<file path="src/rtl/bcd_e3_seq.sv">
// Digit-serial packed-BCD to Excess-3 sequencer driving one shared external
// 4-bit converter; captures one result digit per clock and pulses done.
module bcd_e3_seq #(
  parameter int DIGITS = 4
) (
  input  logic                clk,
  input  logic                rst_n,
  input  logic                start,
  input  logic                abort,
  input  logic [4*DIGITS-1:0] bcd_in,
  output logic [3:0]          conv_bcd,
  input  logic [3:0]          conv_e3,
  output logic [4*DIGITS-1:0] e3_out,
  output logic                busy,
  output logic                done,
  output logic                err
);

  localparam int IW = (DIGITS > 1) ? $clog2(DIGITS) : 1;
  localparam logic [IW-1:0] LAST_IDX = IW'(DIGITS - 1);

  typedef enum logic [1:0] {
    IDLE = 2'd0,
    CONV = 2'd1,
    DONE = 2'd2
  } state_t;

  state_t              state_r;
  state_t              state_n;
  logic [IW-1:0]       idx_r;
  logic [4*DIGITS-1:0] shadow_r;
  logic [4*DIGITS-1:0] e3_r;
  logic                err_r;
  logic [3:0]          digit_s;

  function automatic logic is_bad_bcd(input logic [3:0] d);
    return (d > 4'd9);
  endfunction

  assign digit_s = shadow_r[{idx_r, 2'b00} +: 4];
  assign e3_out  = e3_r;
  assign err     = err_r;

  // Next-state and converter/status outputs; abort squashes the done pulse.
  always_comb begin
    state_n  = state_r;
    conv_bcd = 4'd0;
    busy     = 1'b0;
    done     = 1'b0;
    case (state_r)
      IDLE: begin
        if (start && !abort) begin
          state_n = CONV;
        end else begin
          state_n = IDLE;
        end
      end
      CONV: begin
        conv_bcd = digit_s;
        busy     = 1'b1;
        if (abort) begin
          state_n = IDLE;
        end else if (idx_r == LAST_IDX) begin
          state_n = DONE;
        end else begin
          state_n = CONV;
        end
      end
      DONE: begin
        busy    = 1'b1;
        done    = !abort;
        state_n = IDLE;
      end
      default: begin
        state_n = IDLE;
      end
    endcase
  end

  // State, shadow word, digit index and result capture.
  always_ff @(posedge clk) begin
    if (!rst_n) begin
      state_r  <= IDLE;
      idx_r    <= '0;
      shadow_r <= '0;
      e3_r     <= '0;
      err_r    <= 1'b0;
    end else begin
      state_r <= state_n;
      case (state_r)
        IDLE: begin
          if (start && !abort) begin
            shadow_r <= bcd_in;
            e3_r     <= '0;
            err_r    <= 1'b0;
            idx_r    <= '0;
          end
        end
        CONV: begin
          if (abort) begin
            e3_r  <= '0;
            err_r <= 1'b0;
            idx_r <= '0;
          end else begin
            // Converter output is only trusted for 0-9; flag others as 4'hF.
            for (int i = 0; i < DIGITS; i++) begin
              if (idx_r == IW'(i)) begin
                e3_r[4*i +: 4] <= is_bad_bcd(digit_s) ? 4'hF : conv_e3;
              end
            end
            if (is_bad_bcd(digit_s)) begin
              err_r <= 1'b1;
            end
            if (idx_r == LAST_IDX) begin
              idx_r <= '0;
            end else begin
              idx_r <= idx_r + IW'(1);
            end
          end
        end
        DONE: begin
          if (abort) begin
            e3_r  <= '0;
            err_r <= 1'b0;
          end
        end
        default: begin
          idx_r <= '0;
        end
      endcase
    end
  end

endmodule

</file>
<file path="config.mk">
export PLATFORM = sky130hd
export DESIGN_NAME = bcd_e3_seq
export DESIGN_NICKNAME = d
export VERILOG_FILES = /design/src/rtl/bcd_e3_seq.sv
export SDC_FILE = /design/constraint.sdc
export NUM_CORES = 1
export LEC_CHECK = 0
export BUFFER_PORTS_ARGS = -buffer_cell sky130_fd_sc_hd__buf_4
export CAP_MARGIN = 20
export CORE_UTILIZATION = 34
export CTS_CLUSTER_DIAMETER = 100
export DETAILED_ROUTE_END_ITERATION = 8
export GPL_ROUTABILITY_DRIVEN = 0
export PLACE_DENSITY_LB_ADDON = 0.05
export SLEW_MARGIN = 15
export SYNTH_ARGS = -nofsm -noshare
export SYNTH_HDL_FRONTEND = slang
export SYNTH_SLANG_ARGS = --single-unit
export TNS_END_PERCENT = 1
</file>
<file path="constraint.sdc">
create_clock -name clk -period 2.04 [get_ports clk]
set_input_delay 0.408 -clock clk [delete_from_list [all_inputs] [get_ports clk]]
set_output_delay 0.408 -clock clk [all_outputs]
set_load 0.05 [all_outputs]
</file>
Yosys cells after proc, flatten, opt, wreduce, memory -nomap -nowiden:

Cells that the tools add are included.

* bits of input ports: 24
* memories: 0
* flip-flop bits (word level): 37
* word-level logic and storage cells: 62
* output and inout bits: 23
* memory bits (read-only): 0
* bits in writable memories: 0
* latch bits: 0

* eq/ne operators: 12
* bitwise logic cells: 1
* multiplexer cells: 25
* divide/modulo/power cells: 0
* $lt $le $gt $ge: 1
* reductions and logical operators: 13
* $add $sub $neg: 1
* shifts and indexed selects: 1
* $mul: 0

Operators with widths (count)
* 16-bit two-way mux: 3
* 16-bit case mux with 3 select lines: 1
* 4-bit two-way mux: 6
* 4-bit AND reduction: 5
* 16-bit by 5-bit indexed part select with 4-bit output: 1
* 3-bit inequality test (second input constant): 5
* 2-bit two-way mux: 5
* 1-bit two-way mux: 7
* 2-bit == test (second input constant): 3
* 2-bit case mux with 3 select lines: 1
* 2-bit by 1-bit == test with 1-bit output (second input constant): 2
* 4-bit greater-than comparator (second input constant): 1
* 2-bit zero test: 2
* 2-bit inequality test (second input constant): 2
* 2-bit case mux with 2 select lines: 1
* 2-bit AND reduction: 2
* 1-bit case mux with 3 select lines: 1
* 3-bit nonzero test: 1
* 2-bit by 1-bit adder with 2-bit output (second input constant): 1
* 2-bit OR reduction: 1
* 1-bit logical AND: 1
* 1-bit zero test: 1
* 1-bit NOT: 1

Longest topological paths before layout:

* word-level depth: 6
* depth in mapped cells: 8
* gate-level depth less buffers: 6

Least setup slack after synthesis:

Ideal clock, no wire load.

* path kind: flip-flop to output port
* start point: reg idx_r[0]
* end point: out conv_bcd[3]
* stages on the path, launching flop included: 4
* buffers on the path: 1
* path slack: 244 ps
* data arrival time: 1388 ps
* required time: 1632 ps
* cells stage by stage: dfxtp_1 -> buf_6 -> mux4_1 -> and2_1

* cells in the longest elaborated chain, start to end: 2

RTL lines
* start, declared: RTL line 30 `logic [IW-1:0] idx_r;`
* start signal, assigned: RTL line 117 `idx_r <= idx_r + IW'(1);`
* 16-bit by 5-bit indexed part select with 4-bit output: RTL line 40 `assign digit_s = shadow_r[{idx_r, 2'b00} +: 4];`
* 4-bit two-way mux: RTL line 50 `case (state_r)`
* end, declared: RTL line 11 `output logic [3:0] conv_bcd,`

Every way passes these cells.

Worst setup path in the final report:

* start point: reg idx_r[0]
* end point: out conv_bcd[2]

The elaborated chain is that of the path after synthesis.

==> results_dict.tcl <==
set metrics [dict create \
    num_vias 1440 \
    io_pins 47 \
    maxCapViolations 0 \
    synth_cells 182 \
    hold_path_class "input port to flop" \
    cts_tree "yes" \
    postCtsHoldBufs 0 \
    cts.sinks 37 \
    die_h_um 74.77 \
    grt_pass1_vias 1394 \
    synthToLayoutAreaGrowth_pct 28.07 \
    grt_max_degree 42 \
    clock_path_buffers 2 \
    timing.critical_path.buf_inv 1 \
    power.leakage_nw 0.8834 \
    dp_hpwl_mm 3.072 \
    antenna_found_initial 0 \
    yosysTopAreaCellShare 0.4114 \
    initial_core_util 0.3525 \
    period_minus_slack_ns 1.974 \
    synth-seq-cells 37 \
    gr-usage-all-layers 0.1613 \
    dieArea_um2 5591 \
    avgRoutedWirePerCell_um 14.03 \
    drive_gt1_frac 0.3362 \
    first_pass_iters 4 \
    drt-total-wl_mm 4.236 \
    synth_area_um2 1800 \
    power.density_nw_per_um2 633.6 \
    ys_seq_area_frac 0.4114 \
    arrival_ns 1.57 \
    hold_viol 0 \
    ant_nets 0 \
    tns_ns 0 \
    die_w_um 74.77 \
    slew_viol_final 0 \
    drt_iter0_drc 67 \
    fillCellCount 514 \
    vias_per_cell 4.768 \
    comb_power_share 0.135 \
    mappedNetlistNets 214 \
    swShare 0.2662 \
    p_total_w 0.001461 \
    pwr-share-seq 0.515 \
    postSynthAreaPerCell_um2 9.893 \
    clk_latency_ns 0.29 \
    worst_path_largest_cell_delay_ns 0.52 \
    max_slew_margin 0.6606 \
    fmax_ghz 0.5066 \
    synth_area_leaders "dfxtp_1 41%, nand2_1 11%, a21boi_0 6.7%, a2111oi_4 6.1%, ha_1 5.6%" \
    synth_edf_count 0 \
    numPortBuffers 46 \
    synth_warnings 0 \
    antenna_cells 0 \
    clkTransAtPathRegs_ns 0.07 \
    rsz0062_at_grt "no" \
    path_max_fanout 5 \
    synth_ff_type "dfxtp_1" \
    yosysTopAreaCell "dfxtp_1" \
    rows 26 \
    core-area_um2 5107 \
    pwr-share-clk 0.350 \
    critPathRequiredTime_ns 1.63 \
    crit_chain "mux4_2 -> and2_2 -> buf_6" \
    post-route-period-util 0.9676 \
    crit_family "multiplexers" \
    cp-end-kind "output pin" \
    layout_common_cells "52 x nand2_1, 49 x buf_4, 36 x dfxtp_1" \
    synth.distinct_cells 31 \
    cts-buffers-inserted 5 \
    cp-start-kind "flop" \
    outcome "finished clean" \
    grt_overflow 0 \
    synth-async-reset-ratio 0 \
    crit_slowest_cell "mux4_2" \
    mostFrequentLayoutCell "nand2_1" \
    tightestPinTransition_ns 0.5091 \
    grt_pass1_wl_mm 6.741 \
    htree_levels 2 \
    num-nets-final 263 \
    drc 0 \
    fin_skew_ns 0.006476 \
    p_sw_w 0.0003889 \
    setup.worst_path.class "flop to output pin" \
    setup_viol 0 \
    ir_worst_vdd_uv 378.4 \
    p_int_w 0.001072 \
    clock-root-buffer "clkbuf_8" \
]
-- state kept, by name, indices dropped and copies added, names as in the netlist --
name	flops
e3_out	16
shadow_r	16
idx_r	2
state_r	2
err	1
-- layer usage --
| layer | GRT usage | up-vias | wire, um |
|---|---|---|---|
| met5 | 0 | - | 0 |
| met3 | 0.04819 | 6 | 219 |
| li1 | - | 727 | - |
| met1 | 0.2316 | 669 | 2087 |
| met2 | 0.2272 | 38 | 1856 |
| met4 | 0.05870 | 0 | 72 |
-- path summary, 6_finish.rpt --
kind                                      to  slack [ns]  cells after the start         start
worst min register to register  shadow_r[12]        0.47                      2  shadow_r[12]
worst max register to register    e3_out[15]        0.17                      6    state_r[0]
worst max-delay path             conv_bcd[2]        0.07                      3      idx_r[0]
worst min-delay path             shadow_r[3]        0.37                      3     bcd_in[3]
-- synthesized netlist by cell type (all sizes together), types with 4 or more instances --
cell type / instances
nor3b: 5
o21ai: 4
a2111oi: 4
and2: 5
a21boi: 17
o22ai: 16
mux4: 4
ha: 8
nand2: 52
dfxtp: 37
clkbuf: 4
buf: 5
inv: 5
-- stage by stage --
step	setup WS, ns	cell area [um^2]	instances	util	hold slack, ns
2_1_floorplan	0.2435	1800	182	-	0.4307
3_3_place_gp	0.2024	2210	294	0.4326	0.4483
3_5_place_dp	0.1289	2210	294	0.4326	0.4631
4_1_cts	0.02381	2301	302	0.4505	0.3583
5_1_grt	0.001077	2306	302	0.4515	0.3793
6_report	0.06606	2306	302	0.4515	0.3682
-- cell type report --
cell class	instances	area, um^2	area share
multi-input cells	131	973.4	0.4221
repair buffers	51	390.4	0.1693
inverters	5	18.77	0.008139
well taps	70	87.58	0.03798
clock inverters	3	22.52	0.009767
flip-flops and latches	37	744.5	0.3228
clock buffers	5	68.82	0.02984
-- timing repair --
action                                  CTS  global route
setup buffers                             0             0
endpoints found under the setup margin    4             8
pin swaps                                 0             1
resized for setup                         3             4
gates cloned                              0             0
-- power by group through the flow --
stage | logic (W) | registers (W) | clock network, W
5_1_grt | 0.000216 | 0.000755 | 0.000568
3_5_place_dp | 0.000199 | 0.000770 | 0
4_1_cts | 0.000200 | 0.000752 | 0.000540
3_3_place_gp | 0.000194 | 0.000769 | 0
6_report | 0.000197 | 0.000753 | 0.000511
2_1_floorplan | 0.000121 | 0.000776 | 0
-- logic make-up (layout without fill, tap and decap cells) --
logic type / Yosys count / in the layout / synth area share
AND/OR/NAND/NOR: 72 / 72 / 0.1828
adder cells (fa/ha/maj): 8 / 8 / 0.05560
AO/OA/AOI/OAI: 46 / 46 / 0.2460
buffers and inverters: 14 / 64 / 0.04447
multiplexers: 5 / 5 / 0.05976
flip-flops: 37 / 37 / 0.4114
-- tightest hold or removal path: stages --
cell and delay (ns):
buf_4 0.11, nand2_1 0.04, a21boi_1 0.05
Power figures use the tool's default switching activity.
